--- config.mk ---
export PLATFORM = sky130hd
export DESIGN_NAME = booth_multiplier_seq_32
export DESIGN_NICKNAME = d
export VERILOG_FILES = /design/src/rtl/booth_multiplier_seq_32.sv
export SDC_FILE = /design/constraint.sdc
export NUM_CORES = 1
export LEC_CHECK = 0
export CAP_MARGIN = 20
export CORE_ASPECT_RATIO = 2
export CORE_MARGIN = 2
export CORE_UTILIZATION = 50
export CTS_CLUSTER_SIZE = 25
export DETAILED_ROUTE_END_ITERATION = 6
export GPL_TIMING_DRIVEN = 0
export PLACE_DENSITY = 0.82
export SETUP_SLACK_MARGIN = 0.5
export SLEW_MARGIN = 20
export SYNTH_ARGS = -nofsm -noshare
export SYNTH_HDL_FRONTEND = slang
export SYNTH_SLANG_ARGS = --single-unit
--- constraint.sdc ---
create_clock -name in_clk -period 5.35 [get_ports in_clk]
set_input_delay 1.07 -clock in_clk [delete_from_list [all_inputs] [get_ports in_clk]]
set_output_delay 1.07 -clock in_clk [all_outputs]
set_load 0.005 [all_outputs]
--- src/rtl/booth_multiplier_seq_32.sv ---
// ---------------------------------------------------------------------------
// booth_multiplier_seq_32
//
// Sequential signed 32x32 Booth multiplier producing a 64-bit product split
// into HI/LO words. It performs one Booth iteration per clock and uses a
// start/done handshake with the control unit.
//
// Build option:
//   MUL_BIT_PAIR_EN  defined   -> radix-4 bit-pair recoding, 16 iterations
//                    undefined -> radix-2 recoding, 32 iterations
//   The handshake, state set and results are the same in both builds.
//
// Ports:
//   in_clk           system clock, rising edge
//   in_reset         asynchronous active-high reset
//   in_start         start request, accepted whenever out_busy is low
//   in_multiplicand  signed multiplicand M, sampled with in_start
//   in_multiplier    signed multiplier Q, sampled with in_start
//   out_busy         high while iterating (RUN)
//   out_done         one-cycle pulse, product valid from this cycle
//   out_hi           product bits [63:32], held until the next completion
//   out_lo           product bits [31:0], held until the next completion
// ---------------------------------------------------------------------------
module booth_multiplier_seq_32 (
  input  logic        in_clk,
  input  logic        in_reset,
  input  logic        in_start,
  input  logic [31:0] in_multiplicand,
  input  logic [31:0] in_multiplier,
  output logic        out_busy,
  output logic        out_done,
  output logic [31:0] out_hi,
  output logic [31:0] out_lo
);

`ifdef MUL_BIT_PAIR_EN
  // Two guard bits: +/-2M with M = -2^31 needs magnitude 2^32.
  localparam int AW = 34;
  localparam int N  = 16;
`else
  // One guard bit so that -M with M = -2^31 cannot overflow.
  localparam int AW = 33;
  localparam int N  = 32;
`endif

  localparam logic [4:0] CNT_LAST = 5'(N - 1);

  localparam logic [1:0] S_IDLE = 2'd0;
  localparam logic [1:0] S_RUN  = 2'd1;
  localparam logic [1:0] S_DONE = 2'd2;

  logic [1:0]           state_q, state_d;
  logic [31:0]          m_q, m_d;
  logic [31:0]          q_q, q_d;
  logic                 qm1_q, qm1_d;
  logic signed [AW-1:0] a_q, a_d;
  logic [4:0]           cnt_q, cnt_d;
  logic [31:0]          hi_q, hi_d;
  logic [31:0]          lo_q, lo_d;

  // One Booth step on the current {A, Q, q-1}
  logic signed [AW-1:0] m_ext;
  logic signed [AW-1:0] addend;
  logic signed [AW-1:0] sum;
  logic signed [AW-1:0] a_nxt;
  logic [31:0]          q_nxt;
  logic                 qm1_nxt;

  always_comb begin
    m_ext  = {{(AW-32){m_q[31]}}, m_q};
    addend = '0;
`ifdef MUL_BIT_PAIR_EN
    case ({q_q[1:0], qm1_q})
      3'b001, 3'b010: addend = m_ext;
      3'b011:         addend = m_ext <<< 1;
      3'b100:         addend = -(m_ext <<< 1);
      3'b101, 3'b110: addend = -m_ext;
      default:        addend = '0;
    endcase
    sum     = a_q + addend;
    // Arithmetic shift of {A, Q, q-1} by two bit positions
    a_nxt   = sum >>> 2;
    q_nxt   = {sum[1:0], q_q[31:2]};
    qm1_nxt = q_q[1];
`else
    case ({q_q[0], qm1_q})
      2'b01:   addend = m_ext;
      2'b10:   addend = -m_ext;
      default: addend = '0;
    endcase
    sum     = a_q + addend;
    // Arithmetic shift of {A, Q, q-1} by one bit position
    a_nxt   = sum >>> 1;
    q_nxt   = {sum[0], q_q[31:1]};
    qm1_nxt = q_q[0];
`endif
  end

  // Control and datapath next-state
  always_comb begin
    state_d = state_q;
    m_d     = m_q;
    q_d     = q_q;
    qm1_d   = qm1_q;
    a_d     = a_q;
    cnt_d   = cnt_q;
    hi_d    = hi_q;
    lo_d    = lo_q;

    case (state_q)
      S_IDLE, S_DONE: begin
        if (in_start) begin
          state_d = S_RUN;
          m_d     = in_multiplicand;
          q_d     = in_multiplier;
          qm1_d   = 1'b0;
          a_d     = '0;
          cnt_d   = '0;
        end else begin
          state_d = S_IDLE;
        end
      end
      S_RUN: begin
        a_d   = a_nxt;
        q_d   = q_nxt;
        qm1_d = qm1_nxt;
        cnt_d = cnt_q + 5'd1;
        // The final step's result goes straight to HI/LO so the product is
        // visible in the same cycle that out_done rises.
        if (cnt_q == CNT_LAST) begin
          state_d = S_DONE;
          hi_d    = a_nxt[31:0];
          lo_d    = q_nxt;
        end
      end
      default: state_d = S_IDLE;
    endcase
  end

  always_ff @(posedge in_clk or posedge in_reset) begin
    if (in_reset) begin
      state_q <= S_IDLE;
      m_q     <= '0;
      q_q     <= '0;
      qm1_q   <= 1'b0;
      a_q     <= '0;
      cnt_q   <= '0;
      hi_q    <= '0;
      lo_q    <= '0;
    end else begin
      state_q <= state_d;
      m_q     <= m_d;
      q_q     <= q_d;
      qm1_q   <= qm1_d;
      a_q     <= a_d;
      cnt_q   <= cnt_d;
      hi_q    <= hi_d;
      lo_q    <= lo_d;
    end
  end

  assign out_busy = (state_q == S_RUN);
  assign out_done = (state_q == S_DONE);
  assign out_hi   = hi_q;
  assign out_lo   = lo_q;

endmodule

==> out/metrics.yaml, run 1 <==
status: "finished, final reports clean"
post-route-worst-setup-slack_ps: 685
largest_stage_delay_worst_path_ps: 690
report.final.slew_viol_count: 0
clock_tree.root_cell: "clkbuf_16"
critPathTopFamily: "compound AO/OA/AOI/OAI gates"
die_x_um: 101
cts_made_buffers: 17
drt_first_iter_violations: 659
grt_first_pass_wirelength_mm: 45.5
timing_worst_slew_pin_value_ps: 724
synth_sequential_area_ratio_pct: 44.3
gr-usage-all-layers_pct: 29.3
synth_enable_flop_cells: 0
place.gp.congestion: 1.05
period_needed_ps: 4660
worstPathMaxFanout: 7
grt_antenna_before_repair: 0
area_delta_synth_final_pct: 25.4
criticalPathCategory: "reg -> reg"
postSynthCellCount: 1133
utilization_pct: 63.5
ys_ff_latch: 168
peakVddDrop_uv: 316
maximum_number_of_pins_on_one_net_before_global_route_repair: 36
synth_top_area_share_pct: 44.3
synth.largest_area_cell: "dfrtp_1"
route.detailed.wl_per_inst_um: 18.6
core_area_um2: 18700
yosys-top-cells-area: "dfrtp_1, nand2_1, ha_1"
drt_wl_total_mm: 29.0
hold_violations: 0
cts_sinks: 168
cp.required_ps: 5650
syn_avg_cell_area_um2: 8.38
drc_errors: 0
crit_path_frequent_cell: "xnor2_1"
finalCritPeriodShare_pct: 87.2
yosys_most_used_dff: "dfrtp_1"
yosysWarnings: 0
die-area_um2: 20200
grt_pass1_vias: 8969
number_of_h_tree_levels: 4
viasPerCell: 5.83
tritoncts: "built"
fin_skew_ps: 12.2
path_cells: "or4_1 > nor3_4 > buf_4 > xnor2_1 > a22oi_1 > nor2_1 > ha_1 > a2111oi_2 > nand2_1 > a2111oi_4 > o31ai_1 > a211o_1 > xnor2_1 > o21ai_0"
asyncSetResetFlopFracSynth_pct: 100
dp_hpwl_mm: 21.6
detail-route-antenna-nets: 0
pre_cts_ws_ps: 579
max_cap_viols: 0
num_io_pins: 133
power.static_leakage_uw: 0.00529
path_buf_inv: 1
arrival_ps: 4960
cts-root-to-sink-buffers: 2
syn_area_um2: 9490
detailroute.via_count: 9084
worstSetupStartpointType: "register"
critical_path.slowest_cell: "or4_1"
finalNetCount: 1395
drtPass1Iterations: 5
setup_viol: 0
portBuffers: 132
cp-end-kind: "register"
post_route_cells_drive_above_1_share_pct: 5.14
grt_setup_unrepaired: "no"
yosysUniqueCellTypes: 62
die_h_um: 199
antenna-diode-count: 0
cts_hold_buf: 0
fillerInstances: 1561
clkSlewWorstSetupHoldPaths_ps: 70
grt.overflow.total: 0
syn_nets: 1238
totalNegativeSetupSlack_ps: 0
max-slew-margin-rel_pct: 51.7
maxClockFrequency_mhz: 214
hold_path.class: "reg -> reg"
power_density_nw_per_um2: 700
num_rows: 71
start_util_pct: 50.6
insertion_delay_ps: 450
[worst min-delay path, stage by stage (launching register included)]
cell and delay (ps):
dfrtp_1 340, nand2_1 40, o21ai_0 60
[cell type report]
cell class                 count  area, µm²  area share [%]
inverter                      18       71.3           0.599
clock buffer                  18        429            3.61
sequential                   168       4200            35.3
clock inverter                14        166            1.40
multi-input combinational    877       5000            42.0
tap                          255        319            2.68
timing repair buffer         138       1440            12.1
buffer                        70        274            2.30
[worst paths after layout]
| kind | start | endpoint | slack [ps] | cells past startpoint |
|---|---|---|---|---|
| worst max-delay path | m_q[6]$_DFFE_PP0P_ | out_hi[17]$_DFFE_PP0P_ | 690 | 14 |
| worst min register to register | out_hi[11]$_DFFE_PP0P_ | out_hi[11]$_DFFE_PP0P_ | 480 | 2 |
| worst max register to register | m_q[6]$_DFFE_PP0P_ | out_hi[17]$_DFFE_PP0P_ | 690 | 14 |
| min in group asynchronous | in_reset | out_lo[26]$_DFFE_PP0P_ | 1030 | 2 |
| worst min-delay path | out_hi[11]$_DFFE_PP0P_ | out_hi[11]$_DFFE_PP0P_ | 480 | 2 |
| max in group asynchronous | in_reset | a_q[29]$_DFFE_PP0P_ | 3120 | 6 |
[power breakdown]
group	internal [µW]	switching (µW)	total [µW]
Combinational	1900	2720	4620
Clock	673	613	1290
Sequential	1910	515	2420
Total	4480	3850	8330
[synth_stat cells, types with 4 or more instances]
master	n
nor2b_1	5
clkbuf_1	59
or4_1	4
o21a_1	6
nand4_1	11
a22oi_1	57
o31ai_1	4
ha_1	37
o211ai_1	7
nor4_1	6
buf_1	7
xnor2_1	28
o21ai_0	79
nor3_1	22
or3_1	5
nand2b_1	8
a21o_1	9
a32oi_1	5
and3_1	10
nor2_1	67
a21oi_1	38
xor2_1	18
inv_1	17
a31oi_1	5
a211o_1	7
mux2i_1	5
dfrtp_1	168
nand3_1	18
a211oi_1	7
nand2_1	355
and4_1	4
o311ai_0	4
[cells by family after synthesis]
group,Yosys count,share of synthesized area [%]
mux,7,0.765
compound gates,253,17.6
fa+ha+maj,38,5.09
flops,168,44.3
xor+xnor,46,4.25
simple gates,533,24.4
buf+inv,88,3.60
[registers in the layout, indices dropped and copies added (netlist names)]
name / cells
a_q: 32
cnt_q: 5
m_q: 32
out_hi: 32
out_lo: 32
q_q: 32
qm1_q: 1
state_q: 2
[per-layer routing]
| layer | track usage [%] | wire (µm) |
|---|---|---|
| met2 | 52.7 | 15600 |
| met1 | 30.3 | 10100 |
| met5 | 0 | 0 |
| met4 | 20.2 | 1960 |
| met3 | 4.81 | 1210 |
[through the flow]
step	instance area [µm²]	hold slack, ps	power [µW]	std cells
after floorplan	9490	449	5310	1133
after detailed placement	11200	461	6870	1525
after global routing	11900	500	8910	1558
final	11900	479	8330	1558
after CTS	11800	484	8210	1557
after global placement	11100	459	6720	1520
[timing repair]
| action | in CTS | in global routing |
|---|---|---|
| resized for setup | 1 | 7 |
| cloned | 0 | 0 |
| pin swaps | 0 | 1 |
| setup endpoints to repair | 1 | 17 |
| buffers inserted | 0 | 1 |
[placed cells by master (no fill, tap or decap), types with 6 or more instances in the layout]
master           Yosys  routed
xor2_1              18      17
nor4_1               6       6
o21ai_0             79      78
nand2b_1             8       8
a21o_1               9       9
nand3_1             18      17
clkbuf_1            59      60
nand4_1             11      11
nand2_1            355     355
a21oi_1             38      38
a211oi_1             7       6
inv_1               17      16
clkbuf_16            0      17
ha_1                37      37
buf_1                7       7
nor2_1              67      67
inv_8                0       6
a211o_1              7       7
o211ai_1             7       7
o21a_1               6       6
xnor2_1             28      28
and3_1              10      10
clkdlybuf4s50_1      0     132
nor3_1              22      22
a22oi_1             57      57
dfrtp_1            168     168
Power figures use the tool's default switching activity.
==> run 2: changes to the inputs <==
--- a/config.mk
+++ b/config.mk
@@ -8,11 +8,11 @@
 export CAP_MARGIN = 20
 export CORE_ASPECT_RATIO = 2
 export CORE_MARGIN = 2
-export CORE_UTILIZATION = 50
+export CORE_UTILIZATION = 55
 export CTS_CLUSTER_SIZE = 25
 export DETAILED_ROUTE_END_ITERATION = 6
 export GPL_TIMING_DRIVEN = 0
-export PLACE_DENSITY = 0.82
+export PLACE_DENSITY = 0.85
 export SETUP_SLACK_MARGIN = 0.5
 export SLEW_MARGIN = 20
 export SYNTH_ARGS = -nofsm -noshare
==> constraint.sdc (replaced) <==
create_clock -name in_clk -period 5.5 [get_ports in_clk]
set_input_delay 1.1 -clock in_clk [delete_from_list [all_inputs] [get_ports in_clk]]
set_output_delay 1.1 -clock in_clk [all_outputs]
set_load 0.005 [all_outputs]
==> out/metrics.yaml, run 2 (synthesized netlist as in run 1, its figures left out) <==
status: "finished with violations"
violations: "DRC"
grt_first_pass_wirelength_mm: 43.3
whs_path_depth: 2
die-area_um2: 18400
layout_commonest_cell: "nand2_1"
worstPathMaxFanout: 7
power.static_leakage_uw: 0.00528
drt_wl_total_mm: 26.9
grt_pass1_vias: 8764
cts-root-to-sink-buffers: 2
crit_path_frequent_cell: "nand2_1"
worstHoldStart: "out_lo[23]$_DFFE_PP0P_"
route.detailed.wl_per_inst_um: 17.8
detail-route-antenna-nets: 0
die_x_um: 96.9
arrival_ps: 5110
clock_tree.root_cell: "clkbuf_16"
critical_path.slowest_cell: "or4b_2"
max-slew-margin-rel_pct: 53.8
timing_worst_slew_pin_value_ps: 694
viasPerCell: 5.94
portBuffers: 132
reg2regPathDepth: 17
cts_hold_buf: 0
maximum_number_of_pins_on_one_net_before_global_route_repair: 35
largest_stage_delay_worst_path_ps: 620
setup_viol: 0
cp-end-kind: "register"
tritoncts: "built"
drt_first_iter_violations: 561
rrSetupSlack_ps: 720
critical_path.reg2reg.endpoint: "a_q[27]$_DFFE_PP0P_"
r2r-start: "m_q[2]$_DFFE_PP0P_"
detailroute.via_count: 8981
criticalPathCategory: "reg -> reg"
num_io_pins: 133
commonest_cells_after_routing_fill_and_taps_aside: "nand2_1, dfrtp_1, clkdlybuf4s50_1"
place.gp.congestion: 0.952
drc_errors: 2
hold_path_end: "out_lo[23]$_DFFE_PP0P_"
final.hold.worst_slack_ps: 475
period_needed_ps: 4780
insertion_delay_ps: 440
antenna-diode-count: 0
finalNetCount: 1395
totalNegativeSetupSlack_ps: 0
worstSetupStartpointType: "register"
grt_antenna_before_repair: 0
drtPass1Iterations: 7
grt_setup_unrepaired: "yes"
die_h_um: 190
max_cap_viols: 0
finalCritPeriodShare_pct: 87.0
maxClockFrequency_mhz: 209
number_of_h_tree_levels: 4
area_delta_synth_final_pct: 24.4
peakVddDrop_uv: 362
dp_hpwl_mm: 20.2
gr-usage-all-layers_pct: 29.1
utilization_pct: 69.0
num_rows: 68
cts_made_buffers: 17
fin_skew_ps: 9.39
grt.overflow.total: 0
hold_path.class: "reg -> reg"
post_route_cells_drive_above_1_share_pct: 5.07
power_density_nw_per_um2: 675
core_area_um2: 17100
cp.required_ps: 5820
cts_sinks: 168
hold_violations: 0
path_cells: "or4_1 > clkbuf_1 > nor3_4 > nand2_1 > nor4_1 > xnor2_1 > a22oi_1 > nor2_1 > ha_1 > and4_1 > o21ai_0 > or4b_2 > buf_2 > a31oi_2 > a211o_1 > nand2_1 > a221o_1"
start_util_pct: 55.5
clkSlewWorstSetupHoldPaths_ps: 70
report.final.slew_viol_count: 0
run 2: cell count changes in the layout (fill, tap and decap cells not counted), sizes merged:
cell / delta
bufinv: +1
clkbuf: -1
clkinv: +2
clkinvlp: +1
inv: -3
run 2: final cells by class:
cell class              count  area (µm²)
plain buffers              70         274
clock buffers              17         425
clock inverters            15         160
fillers                  1396        5300
inverters                  18        71.3
multi-input cells         877        4970
flip-flops and latches    168        4200
well taps                 210         263
repair buffers            138        1440
run 2: what timing repair did:
item,in CTS,in global routing
setup endpoints to repair,0,9
setup buffers,0,1
resized for setup,0,5
hold endpoints to repair,0,0
run 2: through the flow:
stage / setup slack [ps] / instances / total power (µW) / area, µm²
after floorplan: 1410 / 1133 / 5160 / 9490
after CTS: 569 / 1512 / 7900 / 11800
final: 715 / 1513 / 7970 / 11800
after global placement: 690 / 1475 / 6450 / 11100
after global routing: 466 / 1513 / 8560 / 11800
after detailed placement: 629 / 1480 / 6640 / 11200
run 2: worst max-delay path by stage:
stage	start	slack, ps	end	cells after the start
after global placement	m_q[2]$_DFFE_PP0P_	690	a_q[27]$_DFFE_PP0P_	17
after detailed placement	m_q[2]$_DFFE_PP0P_	630	a_q[27]$_DFFE_PP0P_	17
after floorplan	m_q[2]$_DFFE_PP0P_	1410	a_q[25]$_DFFE_PP0P_	16
after CTS	m_q[2]$_DFFE_PP0P_	570	a_q[27]$_DFFE_PP0P_	17
final	m_q[2]$_DFFE_PP0P_	720	a_q[27]$_DFFE_PP0P_	17
after global routing	m_q[2]$_DFFE_PP0P_	470	a_q[27]$_DFFE_PP0P_	17
run 2: critical path: cells and delay by family, from the launching register on:
| family | cells | cell delay [ps] |
|---|---|---|
| buf+inv | 2 | 390 |
| simple gates | 8 | 2310 |
| compound gates | 5 | 990 |
| fa+ha+maj | 1 | 340 |
| flops | 1 | 460 |
| xor+xnor | 1 | 170 |
run 2: where the power goes:
part | leakage, µW | internal, µW | switching (µW)
registers | 0.00202 | 1860 | 467
clock network | 0.000291 | 679 | 548
logic | 0.00297 | 1840 | 2590
total | 0.00528 | 4370 | 3600
run 2: metal layers:
| metal | global-route usage (%) | vias up | part of all wire (%) |
|---|---|---|---|
| met3 | 4.26 | 70 | 4.1 |
| met4 | 11.7 | 0 | 3.4 |
| li1 | - | 4266 | - |
| met5 | 0 | - | 0 |
| met1 | 36.1 | 4321 | 41 |
| met2 | 50.8 | 324 | 51 |
==> run 3: changes to the inputs <==
--- a/config.mk
+++ b/config.mk
@@ -5,6 +5,7 @@
 export SDC_FILE = /design/constraint.sdc
 export NUM_CORES = 1
 export LEC_CHECK = 0
+export ABC_AREA = 1
 export CAP_MARGIN = 20
 export CORE_ASPECT_RATIO = 2
 export CORE_MARGIN = 2
@@ -12,7 +13,7 @@
 export CTS_CLUSTER_SIZE = 25
 export DETAILED_ROUTE_END_ITERATION = 6
 export GPL_TIMING_DRIVEN = 0
-export PLACE_DENSITY = 0.85
+export PLACE_DENSITY = 0.86
 export SETUP_SLACK_MARGIN = 0.5
 export SLEW_MARGIN = 20
 export SYNTH_ARGS = -nofsm -noshare
==> constraint.sdc (replaced) <==
create_clock -name in_clk -period 5.7 [get_ports in_clk]
set_input_delay 1.14 -clock in_clk [delete_from_list [all_inputs] [get_ports in_clk]]
set_output_delay 1.14 -clock in_clk [all_outputs]
set_load 0.005 [all_outputs]
==> out/metrics.yaml, run 3 <==
crit_path_frequent_cell: "nand2_1"
num_io_pins: 133
hold_path_end: "cnt_q[3]$_DFFE_PP0P_"
dp_hpwl_mm: 25.9
peakVddDrop_uv: 350
cp.required_ps: 6030
maxClockFrequency_mhz: 265
arrival_ps: 4110
core_area_um2: 18100
grt_pass1_vias: 10200
synth_enable_flop_cells: 0
syn_avg_cell_area_um2: 7.43
clock_tree.root_cell: "clkbuf_16"
fin_cells: 1739
power_density_nw_per_um2: 593
portBuffers: 131
fin_skew_ps: 10.4
timing_worst_slew_pin_value_ps: 861
cts_made_buffers: 17
gr-usage-all-layers_pct: 34.4
cts_sinks: 168
route.detailed.wl_per_inst_um: 18.8
hold_violations: 0
yosys-top-cells-area: "dfrtp_1, nand2_1, nand3_1"
area_delta_synth_final_pct: 22.7
grt_first_pass_wirelength_mm: 51.2
antenna-diode-count: 0
drc_errors: 0
grt_antenna_before_repair: 0
max-slew-margin-rel_pct: 42.4
report.final.slew_viol_count: 0
layout_commonest_cell: "nand2_1"
critPathTopFamily: "simple AND/OR/NAND/NOR gates"
die_h_um: 195
period_needed_ps: 3780
power.static_leakage_uw: 0.00597
syn_area_um2: 10100
cts_resized: 0
hold_path.class: "reg -> reg"
path_buf_inv: 1
cts-root-to-sink-buffers: 2
finalNetCount: 1615
critical_path.reg2reg.endpoint: "out_hi[26]$_DFFE_PP0P_"
worstPathMaxFanout: 5
viasPerCell: 5.70
tritoncts: "built"
drtPass1Iterations: 7
start_util_pct: 55.5
largest_stage_delay_worst_path_ps: 740
multiInputGateArea_um2: 5030
critical_path.slowest_cell: "nor3b_1"
asyncSetResetFlopFracSynth_pct: 100
place.gp.congestion: 1.02
final.hold.worst_slack_ps: 474
status: "finished, final reports clean"
worstSetupStartpointType: "register"
r2r-start: "m_q[0]$_DFFE_PP0P_"
grt_busiest_layer: "met2"
yosys_most_used_dff: "dfrtp_1"
synth_sequential_area_ratio_pct: 41.8
finalCritPeriodShare_pct: 66.3
detailroute.via_count: 9918
grt.overflow.total: 0
worstHoldStart: "cnt_q[3]$_DFFE_PP0P_"
setup_viol: 0
die_x_um: 99.7
synth_top_area_share_pct: 41.8
met1_usage_pct: 34.0
grt.met3_usage_pct: 5.12
num_rows: 70
max_cap_viols: 0
ys_ff_latch: 168
seqCellArea_um2: 4200
cp-end-kind: "register"
most_common_cell_in_the_synthesized_netlist: "nand2_1"
critical_path.startpoint: "m_q[0]$_DFFE_PP0P_"
fillerInstances: 1475
postSynthCellCount: 1355
insertion_delay_ps: 440
detail-route-antenna-nets: 0
reg2regPathDepth: 16
number_of_h_tree_levels: 4
cts_hold_buf: 0
totalNegativeSetupSlack_ps: 0
post_route_cells_drive_above_1_share_pct: 8.27
postCtsSetupBuffers: 0
syn_nets: 1460
yosysUniqueCellTypes: 50
die-area_um2: 19500
clkSlewWorstSetupHoldPaths_ps: 70
placed_cells: 1707
yosysWarnings: 0
rrSetupSlack_ps: 1920
criticalPathCategory: "reg -> reg"
grt.met2_usage_pct: 63.6
maximum_number_of_pins_on_one_net_before_global_route_repair: 36
whs_path_depth: 1
drt_first_iter_violations: 548
drt_wl_total_mm: 32.7
path_cells: "inv_1 > ha_1 > nor3b_1 > nand4_1 > nand3_1 > a21oi_1 > ha_1 > nand2_1 > nor2_1 > nand2_1 > nor4_1 > nand2_1 > nand2_1 > nand2_1 > nand3_1 > nand2_1"
grt_setup_unrepaired: "no"
synth.largest_area_cell: "dfrtp_1"
commonest_cells_after_routing_fill_and_taps_aside: "nand2_1, dfrtp_1, inv_1"
synthTopCellsByCount: "nand2_1, dfrtp_1, inv_1"
run 3: cell count changes after synthesis, sizes merged, moves of 31 or more:
cell / before / now
a21oi: 38 / 101
a22oi: 57 / 1
o221ai: 0 / 31
nand2: 355 / 389
clkbuf: 59 / 24
inv: 17 / 164
nand3: 19 / 119
nor2: 67 / 123
run 3: routing by layer:
| metal | vias to the layer above | part of all wire (%) | routed length, µm |
|---|---|---|---|
| met5 | - | 0 | 0 |
| met1 | 4660 | 33 | 10900 |
| met4 | 0 | 7.7 | 2520 |
| met2 | 364 | 55 | 17900 |
| met3 | 131 | 4.2 | 1360 |
| li1 | 4763 | - | - |
run 3: cells by family after synthesis:
kind of cell	share of synthesized area, %
AO/OA/AOI/OAI	14.0
XOR/XNOR	1.04
adder cells (fa/ha/maj)	4.80
buffers and inverters	8.26
flip-flops	41.8
multiplexers	0.224
AND/OR/NAND/NOR	29.9
run 3: how the worst max path moves through the flow:
| stage | end | cells past startpoint |
|---|---|---|
| final | out_hi[26]$_DFFE_PP0P_ | 16 |
| after global routing | out_hi[26]$_DFFE_PP0P_ | 16 |
| after CTS | out_hi[24]$_DFFE_PP0P_ | 15 |
| after detailed placement | out_hi[24]$_DFFE_PP0P_ | 15 |
| after global placement | out_lo[10]$_DFFE_PP0P_ | 2 |
| after floorplan | a_q[0]$_DFFE_PP0P_ | 1 |
run 3: per-stage QoR:
stage	util (%)	total power, µW	setup slack (ps)	instance area [µm²]
floorplan	-	4700	2420	10100
finish	68.2	7330	1920	12400
global placement	64.3	5960	1020	11700
CTS	68.2	7300	2070	12400
global route	68.2	7880	1820	12400
detailed placement	64.9	6060	2080	11800
run 3: worst reg2reg max path, stage by stage, from the launching register on:
cell     delay, ps
dfrtp_1        420
inv_1          140
ha_1           300
nor3b_1        740
nand4_1        180
nand3_1        140
a21oi_1         90
ha_1           430
nand2_1        130
nor2_1         200
nand2_1        170
nor4_1         200
nand2_1        200
nand2_1        120
nand2_1         70
nand3_1         70
nand2_1         50
run 3: area by class of cell:
cell class	count	area share [%]
plain buffers	49	1.75
clock buffers	20	3.78
clock inverters	12	1.05
inverters	164	5.01
multi-input cells	974	40.7
flip-flops and latches	168	34.0
well taps	216	2.19
repair buffers	136	11.5
run 3: where the power goes:
group	internal [µW]	switching [µW]	total (µW)
clock	652	545	1200
sequential	1730	371	2100
combinational	1480	2560	4040
